File: src/rtl/gen_32_source_pkg.sv
// Shared constants for the 32-bit test-pattern source and its downstream checker.
// Covers state encoding, pattern mode codes and default LFSR settings.
package gen_32_source_pkg;

    localparam logic [1:0] ST_IDLE = 2'd0;
    localparam logic [1:0] ST_RUN  = 2'd1;
    localparam logic [1:0] ST_DONE = 2'd2;

    localparam logic MODE_CNT  = 1'b0;
    localparam logic MODE_PRBS = 1'b1;

    // Galois mask for x^32 + x^22 + x^2 + x + 1.
    localparam logic [31:0] DEFAULT_POLY = 32'h0040_0007;
    localparam logic [31:0] DEFAULT_SEED = 32'h0000_0001;

    // An all-zero LFSR state would lock up, so zero is mapped to one.
    function automatic logic [31:0] safe_seed(input logic [31:0] seed);
        return (seed == 32'd0) ? 32'd1 : seed;
    endfunction

endpackage

File: src/rtl/gen_32_source_prbs32_next.sv
// One-step combinational Galois LFSR advance for PRBS32.
// Shared by the pattern source and the downstream data checker.
module prbs32_next
    import gen_32_source_pkg::*;
#(
    parameter logic [31:0] POLY = DEFAULT_POLY
) (
    input  logic [31:0] cur,
    output logic [31:0] nxt
);

    assign nxt = {cur[30:0], 1'b0} ^ (cur[31] ? POLY : 32'd0);

endmodule

File: src/rtl/gen_32_source.sv
// Burst test-pattern source: counter or PRBS32 words, one strobe at most every GAP cycles,
// so the 32-to-16 adapter downstream always has two cycles per word.
module gen_32_source
    import gen_32_source_pkg::*;
#(
    parameter int          GAP       = 2,
    parameter logic [31:0] LFSR_SEED = DEFAULT_SEED,
    parameter logic [31:0] POLY      = DEFAULT_POLY
) (
    input  logic        clk,
    input  logic        rst,
    input  logic        start,
    input  logic        mode,
    input  logic [15:0] burst_len,
    input  logic        hold,
    output logic [31:0] stream_32,
    output logic        num_32_rdy,
    output logic        busy,
    output logic        done
);

    if (GAP < 2) begin : g_gap_check
        $error("gen_32_source: GAP must be at least 2");
    end

    localparam int          GW       = (GAP < 2) ? 1 : $clog2(GAP);
    localparam logic [GW-1:0] GAP_RELOAD = GW'(GAP - 1);
    localparam logic [31:0] SEED_EFF = safe_seed(LFSR_SEED);

    logic [1:0]    state;
    logic          mode_q;
    logic [15:0]   len_q;
    logic [15:0]   word_cnt;
    logic [GW-1:0] gap_cnt;
    logic [31:0]   data_reg;
    logic [31:0]   prbs_nxt;
    logic [31:0]   data_nxt;
    logic          emit;

    prbs32_next #(.POLY(POLY)) u_prbs (
        .cur (data_reg),
        .nxt (prbs_nxt)
    );

    assign data_nxt = (mode_q == MODE_PRBS) ? prbs_nxt : data_reg + 32'd1;
    // hold gates only the emission decision; the gap countdown runs regardless.
    assign emit     = (state == ST_RUN) && (gap_cnt == '0) && !hold;

    // NOTE: every state element uses <= so all updates see pre-edge values,
    // regardless of statement order inside the block.
    always_ff @(posedge clk or posedge rst) begin
        if (rst) begin
            state      <= ST_IDLE;
            mode_q     <= MODE_CNT;
            len_q      <= '0;
            word_cnt   <= '0;
            gap_cnt    <= '0;
            data_reg   <= '0;
            stream_32  <= '0;
            num_32_rdy <= 1'b0;
            busy       <= 1'b0;
            done       <= 1'b0;
        end else begin
            num_32_rdy <= 1'b0;
            done       <= 1'b0;
            case (state)
                ST_IDLE: begin
                    if (start) begin
                        mode_q   <= mode;
                        len_q    <= burst_len;
                        data_reg <= (mode == MODE_PRBS) ? SEED_EFF : 32'd0;
                        gap_cnt  <= '0;
                        word_cnt <= '0;
                        if (burst_len == 16'd0) begin
                            state <= ST_DONE;
                        end else begin
                            state <= ST_RUN;
                            busy  <= 1'b1;
                        end
                    end
                end
                ST_RUN: begin
                    if (emit) begin
                        stream_32  <= data_reg;
                        num_32_rdy <= 1'b1;
                        data_reg   <= data_nxt;
                        gap_cnt    <= GAP_RELOAD;
                        word_cnt   <= word_cnt + 16'd1;
                        if (word_cnt == len_q - 16'd1) begin
                            state <= ST_DONE;
                            busy  <= 1'b0;
                        end
                    end else if (gap_cnt != '0) begin
                        gap_cnt <= gap_cnt - 1'b1;
                    end
                end
                ST_DONE: begin
                    done  <= 1'b1;
                    state <= ST_IDLE;
                end
                default: begin
                    state <= ST_IDLE;
                    busy  <= 1'b0;
                end
            endcase
        end
    end

endmodule

File: config.mk
export PLATFORM = sky130hd
export DESIGN_NAME = gen_32_source
export DESIGN_NICKNAME = d
export VERILOG_FILES = /design/src/rtl/gen_32_source_pkg.sv /design/src/rtl/gen_32_source_prbs32_next.sv /design/src/rtl/gen_32_source.sv
export SDC_FILE = /design/constraint.sdc
export NUM_CORES = 1
export LEC_CHECK = 0
export CORE_MARGIN = 2
export CORE_UTILIZATION = 60
export CTS_CLUSTER_SIZE = 10
export DETAILED_ROUTE_END_ITERATION = 6
export PLACE_DENSITY_LB_ADDON = 0.05
export REMOVE_ABC_BUFFERS = 1
export SLEW_MARGIN = 20
export SYNTH_ARGS = -nofsm -noshare
export SYNTH_HDL_FRONTEND = slang
export SYNTH_SLANG_ARGS = --single-unit
File: constraint.sdc
create_clock -name clk -period 9.7 [get_ports clk]
set_clock_uncertainty 0.15 [all_clocks]
set_input_delay 0.97 -clock clk [delete_from_list [all_inputs] [get_ports clk]]
set_output_delay 0.97 -clock clk [all_outputs]
set_load 0.02 [all_outputs]
==> tab_implementation.tex, run 1 <==
\begin{tabular}{lr}
\hline
Metric & Value \\
\hline
\multicolumn{2}{l}{\textbf{Status}} \\
\quad Status & finished, final reports clean \\
\multicolumn{2}{l}{\textbf{Global routing}} \\
\quad Congestion Overflow GR & 0 \\
\quad Grt peak-use layer & met2 \\
\quad Met1 demand-to-capacity share in global routing & 31.91\% \\
\quad Wire length of the first global-routing pass & 21360 microns \\
\quad Via count of the first global-routing pass & 4693 \\
\quad GRT Total Usage & 27.11\% \\
\quad Met2 GRT Util & 48.19\% \\
\quad Largest net degree at the start of global routing & 72 \\
\quad Global routing usage on met3 & 6.442\% \\
\quad Number of antenna violations at the first check in global routing & 0 \\
\multicolumn{2}{l}{\textbf{Hold path}} \\
\quad Endpoint of the worst hold-timing path & stream\_32[0]\$\_DFFE\_PP0P\_ \\
\quad Number of cells traversed by the worst hold path & 2 \\
\quad Worst min path class & reg -> reg \\
\quad Startpoint of the tightest hold check path & stream\_32[0]\$\_DFFE\_PP0P\_ \\
\multicolumn{2}{l}{\textbf{Setup path}} \\
\quad Cell repeated most along the worst path & nor2\_1 \\
\quad Highest fanout seen on the critical path & 71 \\
\quad Reg-to-reg slack, setup & 6630 ps \\
\quad Cells along the critical path & clkdlybuf4s50\_1, nor2\_1, nand3\_2, buf\_4, inv\_2, o2111ai\_1, nor3\_1, nand3\_1, xor2\_1, nor2\_1 \\
\quad Start of the worst register-to-register path & state[1]\$\_DFFE\_PP0P\_ \\
\quad End of the worst register-to-register path & word\_cnt[13]\$\_DFFE\_PP0P\_ \\
\quad Endpoint required time on the critical path & 9790 ps \\
\quad Slowest CP cell & o2111ai\_1 \\
\quad Max stage delay on crit path & 580 ps \\
\quad Critical Setup Path Class & in -> reg \\
\quad Critical path data arrival time & 3710 ps \\
\quad Buffers \& Inverters on Critical Path & 3 \\
\quad Crit end category & flip-flop \\
\quad Crit path max-delay family & buffers and inverters \\
\quad Cell depth of the worst flop-to-flop path & 9 \\
\quad Startpoint class of the critical path & primary input \\
\multicolumn{2}{l}{\textbf{Power}} \\
\quad Sw Pwr & 0.0004550 W \\
\quad Switching power as a share of total power & 37.42\% \\
\quad Comb power frac & 29.4\% \\
\quad Leakage component of the power & 2.645 nW \\
\quad P per Cell Area & 198.5 nW/um\^{}2 \\
\quad Max IR drop VDD & 87.44 uV \\
\quad Clock power share & 22.7\% \\
\quad Pint & 0.0007609 W \\
\quad Sequential cell fraction of total power & 47.9\% \\
\multicolumn{2}{l}{\textbf{Job}} \\
\quad Number of max-cap violations & 0 \\
\multicolumn{2}{l}{\textbf{Synthesis}} \\
\quad Synth Warn \# & 0 \\
\quad Cell taking the most area after synthesis & dfrtp\_1 \\
\quad Primary FF master, synth & dfrtp\_1 \\
\quad Unique masters post-synth & 56 \\
\quad Area fraction of the dominant cell type after synthesis & 48.22\% \\
\quad Register area share after synthesis & 48.22\% \\
\quad Number of instances in the synthesized netlist & 625 \\
\quad Combined area of all synthesized cells & 5345 sq um \\
\quad Synthesis-stage register bit count & 103 \\
\quad Dominant cells by area after synthesis & dfrtp\_1, nand2\_1, o21ai\_1 \\
\quad Count of flip-flops with a built-in enable after synthesis & 0 \\
\quad Async set or reset register ratio after synthesis & 100.0\% \\
\quad Mean area per synthesized cell & 8.552 sq um \\
\multicolumn{2}{l}{\textbf{Placement}} \\
\quad Post-detailed-placement half-perimeter wirelength & 8367 microns \\
\quad Final RePlAce weighted congestion & 0.9040 \\
\quad Port buffer count & 55 \\
\multicolumn{2}{l}{\textbf{Finish}} \\
\quad Layout cell share with drive strength beyond 1 & 4.805\% \\
\quad Number of antenna diodes & 0 \\
\quad Final Net Count & 685 \\
\quad Layout-stage area growth over the synthesis result & 14.58\% \\
\quad Final core occ & 70.57\% \\
\quad Filler Cells Inserted & 705 \\
\multicolumn{2}{l}{\textbf{Floorplanning}} \\
\quad Starting density of the core & 61.59\% \\
\quad Standard-cell row count & 34 \\
\quad Y dimension of the die & 98.39 microns \\
\quad Top-level port count & 56 \\
\quad Std-Cell Core Area & 8678 sq um \\
\quad Width of the die & 98.39 microns \\
\quad Area of the die & 9680 sq um \\
\multicolumn{2}{l}{\textbf{Route}} \\
\quad Overall routed net length & 12500 microns \\
\quad Number of DRC markers in iteration 0 & 223 \\
\quad Vias after detailed routing & 4681 \\
\quad Remaining number of nets flagged by the antenna check after routing & 0 \\
\quad Via-per-instance ratio & 6.048 \\
\quad Post-detailed-route wirelength per cell & 16.14 microns \\
\quad DR pass1 iterations & 5 \\
\quad DRC errors left & 0 \\
\multicolumn{2}{l}{\textbf{Timing}} \\
\quad Period utilization & 37.24\% \\
\quad Unrepaired setup endpoints after global routing & false \\
\quad Rel. slew slack & 33.31\% \\
\quad Upper clock frequency limit & 276.8 MHz \\
\quad Number of pins exceeding their max-slew limit in the final report & 0 \\
\quad Post-route minimum period & 3613 ps \\
\quad Final setup violation count & 0 \\
\quad Post-Route Setup TNS & 0 ps \\
\quad Worst-Margin Slew & 991.2 ps \\
\quad Hold Violations, Final & 0 \\
\multicolumn{2}{l}{\textbf{Clock tree}} \\
\quad Clock tree from TritonCTS & yes \\
\quad Worst-case clock buffer depth & 2 \\
\quad Post-cts sizing count & 0 \\
\quad Worst skew pair latency & 380 ps \\
\quad H-tree depth & 3 \\
\quad CTS Hold Buffers Added & 0 \\
\quad Buffers inserted during post-CTS setup optimization & 0 \\
\quad TritonCTS buffer count & 9 \\
\quad Cell at the root of the clock tree & clkbuf\_8 \\
\quad Number of sinks handled by clock tree synthesis & 103 \\
\quad Register clock-pin slew on the reported worst setup and hold paths & 90 ps \\
\hline
\end{tabular}
-- routing by layer --
| layer | share of wire [%] | vias to the layer above | wire length, microns |
|---|---|---|---|
| met5 | 0 | - | 0 |
| met4 | 2.0 | 0 | 245 |
| met3 | 4.9 | 23 | 608 |
| met2 | 53 | 119 | 6581 |
| met1 | 41 | 2287 | 5061 |
| li1 | - | 2252 | - |
-- cells by family after synthesis --
kind of cell               synth area share, %
buffers and inverters                    4.424
DFF                                      48.22
xor gates and xnor gates                 5.337
AOI/OAI and AO/OA                        17.16
adders and majority gates               0.7023
muxes                                   0.3979
and+or+nand+nor                          23.76
-- placed cells by master (no fill, tap or decap), types with 4 or more instances in the layout --
| master | n |
|---|---|
| nand2_1 | 147 |
| dfrtp_1 | 103 |
| and4_1 | 5 |
| a22oi_1 | 6 |
| nor2_1 | 42 |
| xnor2_1 | 11 |
| nand4_1 | 7 |
| o21ai_1 | 44 |
| or4_1 | 4 |
| nor4_1 | 12 |
| a21oi_1 | 30 |
| nand2b_1 | 5 |
| buf_4 | 5 |
| a31oi_1 | 11 |
| nand3_1 | 14 |
| inv_1 | 17 |
| nor3_1 | 10 |
| clkdlybuf4s50_1 | 55 |
| o22ai_1 | 9 |
| a21o_1 | 6 |
| or3_1 | 5 |
| o21ai_0 | 24 |
| a22o_1 | 5 |
| xor2_1 | 19 |
| inv_2 | 4 |
| clkbuf_8 | 9 |
-- worst max path at each step --
stage | start | slack (ps) | depth (start not counted) | endpoint
2_1_floorplan | start | 5060 | 4 | data_reg[31]$_DFFE_PP0P_
3_3_place_gp | hold | 5800 | 10 | word_cnt[15]$_DFFE_PP0P_
3_5_place_dp | hold | 5700 | 10 | word_cnt[13]$_DFFE_PP0P_
4_1_cts | hold | 6100 | 10 | word_cnt[13]$_DFFE_PP0P_
6_report | hold | 6090 | 10 | word_cnt[13]$_DFFE_PP0P_
5_1_grt | hold | 5810 | 10 | word_cnt[13]$_DFFE_PP0P_
-- worst reg2reg max path, stage by stage, from the launching register on --
cell	delay, ps
dfrtp_1	480
inv_2	90
nand3_2	60
buf_4	540
inv_2	490
o2111ai_1	580
nor3_1	190
nand3_1	140
xor2_1	160
nor2_1	60
-- power by group through the flow --
stage / Combinational (W) / Clock (W) / Sequential [W]
after global routing: 0.000399 / 0.000301 / 0.000593
after CTS: 0.000357 / 0.000281 / 0.000581
after global placement: 0.000338 / 0 / 0.000584
after detailed placement: 0.000356 / 0 / 0.000586
after floorplan: 0.000213 / 0 / 0.000596
final: 0.000358 / 0.000276 / 0.000582
-- Yosys cell counts (10+ instances only) --
cell / n
nand2_1: 147
dfrtp_1: 103
o21ai_1: 44
nor2_1: 42
a21oi_1: 30
clkbuf_1: 26
o21ai_0: 24
xor2_1: 19
inv_1: 18
nand3_1: 15
nor4_1: 12
a31oi_1: 11
xnor2_1: 11
nor3_1: 10
-- cell type report --
class / count / area [sq um] / area share [%]
clock buffers: 11 / 131.4 / 2.145
well taps: 108 / 135.1 / 2.206
flip-flops and latches: 103 / 2577 / 42.08
multi-input cells: 465 / 2541 / 41.49
repair buffers: 60 / 588.1 / 9.602
clock inverters: 5 / 66.31 / 1.083
inverters: 22 / 85.08 / 1.389
-- per-stage QoR --
stage	std cells	setup WS, ps	instance area (sq um)	total power, W	hold slack [ps]
finish	774	6087	6125	0.001216	335.0
global route	774	5815	6125	0.001292	373.4
CTS	774	6100	6125	0.001219	338.0
detailed placement	758	5700	5927	0.0009419	313.4
global placement	758	5802	5927	0.0009216	312.1
floorplan	590	5059	5191	0.0008094	321.7
Power figures use the tool's default switching activity.
==> inputs of run 2 (changes only) <==
--- a/config.mk
+++ b/config.mk
@@ -6,7 +6,7 @@
 export NUM_CORES = 1
 export LEC_CHECK = 0
 export CORE_MARGIN = 2
-export CORE_UTILIZATION = 60
+export CORE_UTILIZATION = 51
 export CTS_CLUSTER_SIZE = 10
 export DETAILED_ROUTE_END_ITERATION = 6
 export PLACE_DENSITY_LB_ADDON = 0.05
==> constraint.sdc (replaced) <==
create_clock -name clk -period 3.1 [get_ports clk]
set_clock_uncertainty 0.15 [all_clocks]
set_input_delay 0.31 -clock clk [delete_from_list [all_inputs] [get_ports clk]]
set_output_delay 0.31 -clock clk [all_outputs]
set_load 0.02 [all_outputs]
==> run 2 against run 1 <==
Total power grew to 3.1 times the previous value. First-iteration DRC count is 15% higher. Cell area is 1.9% higher. Critical path type is now reg -> reg. Largest cell class unchanged.
==> tab_implementation.tex, run 2 (synthesis gave the netlist of run 1 again) <==
\begin{tabular}{lr}
\hline
Metric & Value \\
\hline
\multicolumn{2}{l}{\textbf{Power}} \\
\quad Max IR drop VDD & 301.2 uV \\
\quad Pint & 0.002417 W \\
\quad Sw Pwr & 0.001392 W \\
\quad Comb power frac & 30.2\% \\
\quad Switching power as a share of total power & 36.54\% \\
\quad Sequential cell fraction of total power & 47.5\% \\
\quad Leakage component of the power & 2.691 nW \\
\quad P per Cell Area & 610.6 nW/um\^{}2 \\
\quad Clock power share & 22.3\% \\
\multicolumn{2}{l}{\textbf{Clock tree}} \\
\quad CTS Hold Buffers Added & 0 \\
\quad Clock tree from TritonCTS & yes \\
\quad Register clock-pin slew on the reported worst setup and hold paths & 100 ps \\
\quad Worst-case clock buffer depth & 2 \\
\quad Cell at the root of the clock tree & clkbuf\_8 \\
\quad TritonCTS buffer count & 9 \\
\quad Worst skew pair latency & 370 ps \\
\quad Buffers inserted during post-CTS setup optimization & 0 \\
\quad H-tree depth & 3 \\
\quad Post-cts sizing count & 0 \\
\quad Number of sinks handled by clock tree synthesis & 103 \\
\multicolumn{2}{l}{\textbf{Placement}} \\
\quad Port buffer count & 55 \\
\quad Final RePlAce weighted congestion & 0.9134 \\
\quad Post-detailed-placement half-perimeter wirelength & 8596 microns \\
\quad Post-DP Area & 6047 sq um \\
\multicolumn{2}{l}{\textbf{Timing}} \\
\quad Worst-Margin Slew & 675.1 ps \\
\quad Upper clock frequency limit & 335.4 MHz \\
\quad Rel. slew slack & 54.99\% \\
\quad Unrepaired setup endpoints after global routing & false \\
\quad Period utilization & 96.18\% \\
\quad Post-Route Setup TNS & 0 ps \\
\quad Post-route minimum period & 2982 ps \\
\quad Number of pins exceeding their max-slew limit in the final report & 0 \\
\quad Hold Violations, Final & 0 \\
\quad Final setup violation count & 0 \\
\multicolumn{2}{l}{\textbf{Floorplanning}} \\
\quad Top-level port count & 56 \\
\quad Width of the die & 106.4 microns \\
\quad Standard-cell row count & 37 \\
\quad Std-Cell Core Area & 10230 sq um \\
\quad Area of the die & 11320 sq um \\
\quad Y dimension of the die & 106.4 microns \\
\quad Starting density of the core & 52.24\% \\
\multicolumn{2}{l}{\textbf{Global routing}} \\
\quad Global routing usage on met3 & 3.740\% \\
\quad Met1 demand-to-capacity share in global routing & 31.07\% \\
\quad Number of antenna violations at the first check in global routing & 0 \\
\quad GRT Total Usage & 23.45\% \\
\quad Grt peak-use layer & met2 \\
\quad Congestion Overflow GR & 0 \\
\quad Via count of the first global-routing pass & 4516 \\
\quad Largest net degree at the start of global routing & 71 \\
\quad Wire length of the first global-routing pass & 21380 microns \\
\quad Met2 GRT Util & 38.28\% \\
\multicolumn{2}{l}{\textbf{Finish}} \\
\quad Leading cell types in the layout, fill and taps excluded & nand2\_1, dfrtp\_1, clkdlybuf4s50\_1 \\
\quad Final Net Count & 693 \\
\quad Sequential cell area & 2577 sq um \\
\quad Most common cell after layout, fill and taps aside & nand2\_1 \\
\quad Final std cell area, no fill & 6238 sq um \\
\quad Filler Cells Inserted & 919 \\
\quad Layout-stage area growth over the synthesis result & 16.71\% \\
\quad Layout cell share with drive strength beyond 1 & 5.786\% \\
\quad Number of antenna diodes & 0 \\
\quad Area of the multi-input gates & 2541 sq um \\
\multicolumn{2}{l}{\textbf{Setup path}} \\
\quad Max stage delay on crit path & 600 ps \\
\quad Cells along the critical path & or4\_4, or3\_1, or3b\_1, a21o\_1, or4\_4, o32ai\_2 \\
\quad Critical Setup Path Class & reg -> reg \\
\quad Slowest CP cell & or4\_4 \\
\quad Reg-to-reg slack, setup & 120 ps \\
\quad Startpoint class of the critical path & flip-flop \\
\quad End of the worst register-to-register path & state[1]\$\_DFFE\_PP0P\_ \\
\quad Start of the worst register-to-register path & len\_q[4]\$\_DFFE\_PP0P\_ \\
\quad Crit end category & flip-flop \\
\quad Cell repeated most along the worst path & or4\_4 \\
\quad Highest fanout seen on the critical path & 8 \\
\quad Endpoint required time on the critical path & 3230 ps \\
\quad Cell depth of the worst flop-to-flop path & 6 \\
\quad Critical path data arrival time & 3110 ps \\
\multicolumn{2}{l}{\textbf{Job}} \\
\quad Number of max-cap violations & 0 \\
\multicolumn{2}{l}{\textbf{Route}} \\
\quad Vias after detailed routing & 4672 \\
\quad Post-detailed-route wirelength per cell & 15.61 microns \\
\quad Number of DRC markers in iteration 0 & 256 \\
\quad Via-per-instance ratio & 5.768 \\
\quad Overall routed net length & 12640 microns \\
\quad DRC errors left & 0 \\
\quad DR pass1 iterations & 4 \\
\quad Remaining number of nets flagged by the antenna check after routing & 0 \\
\multicolumn{2}{l}{\textbf{Hold path}} \\
\quad Worst min path class & in -> async \\
\multicolumn{2}{l}{\textbf{Status}} \\
\quad Status & finished, final reports clean \\
\hline
\end{tabular}
-- run 2: changes by cell type in the layout (fill, tap and decap cells not counted), sizes merged --
cell	delta
buf	+8
clkbuf	+2
inv	-2
-- run 2: worst max path at each step --
stage	start	end	slack (ps)	cells past startpoint
2_1_floorplan	state[0]$_DFFE_PP0P_	data_reg[31]$_DFFE_PP0P_	-1040	4
3_3_place_gp	len_q[4]$_DFFE_PP0P_	state[1]$_DFFE_PP0P_	190	6
3_5_place_dp	len_q[4]$_DFFE_PP0P_	state[1]$_DFFE_PP0P_	130	6
4_1_cts	len_q[4]$_DFFE_PP0P_	state[1]$_DFFE_PP0P_	110	6
5_1_grt	len_q[4]$_DFFE_PP0P_	state[1]$_DFFE_PP0P_	30	6
6_report	len_q[4]$_DFFE_PP0P_	state[1]$_DFFE_PP0P_	120	6
-- run 2: routing by layer --
| layer | wire [microns] | vias to the layer above |
|---|---|---|
| met5 | 0 | - |
| met4 | 366 | 0 |
| met3 | 390 | 31 |
| met2 | 6111 | 108 |
| met1 | 5776 | 2261 |
| li1 | - | 2272 |
-- run 2: final cells by class --
cell class | count | share of cell area, %
sequential | 103 | 41.32
multi-input combinational | 465 | 40.73
timing repair buffer | 68 | 10.79
tap | 136 | 2.728
clock buffer | 13 | 2.387
inverter | 22 | 1.364
clock inverter | 3 | 0.6819
-- run 2: worst max-delay path, delay by kind of cell, from the launching register on --
family | cells | cell delay, ps
compound gates | 2 | 400
flops | 1 | 470
simple gates | 4 | 1870
-- run 2: power groups by stage --
stage	Sequential, W	Clock (W)	Combinational, W
after floorplan	0.00187	0	0.000668
after global placement	0.00182	0	0.00112
after detailed placement	0.00183	0	0.00115
after CTS	0.00181	0.000879	0.00116
after global routing	0.00184	0.000924	0.00128
final	0.00181	0.000850	0.00115
-- run 2: stage by stage --
| step | worst slack [ps] | std cells | hold slack (ps) | util [%] | total power (W) |
|---|---|---|---|---|---|
| floorplan | -1037 | 590 | 265.4 | - | 0.002533 |
| global placement | 192.4 | 794 | 310.8 | 59.10 | 0.002941 |
| detailed placement | 131.8 | 794 | 313.2 | 59.10 | 0.002980 |
| CTS | 108.0 | 810 | 217.6 | 60.98 | 0.003845 |
| global route | 32.28 | 810 | 268.0 | 60.98 | 0.004049 |
| finish | 118.4 | 810 | 203.4 | 60.98 | 0.003809 |
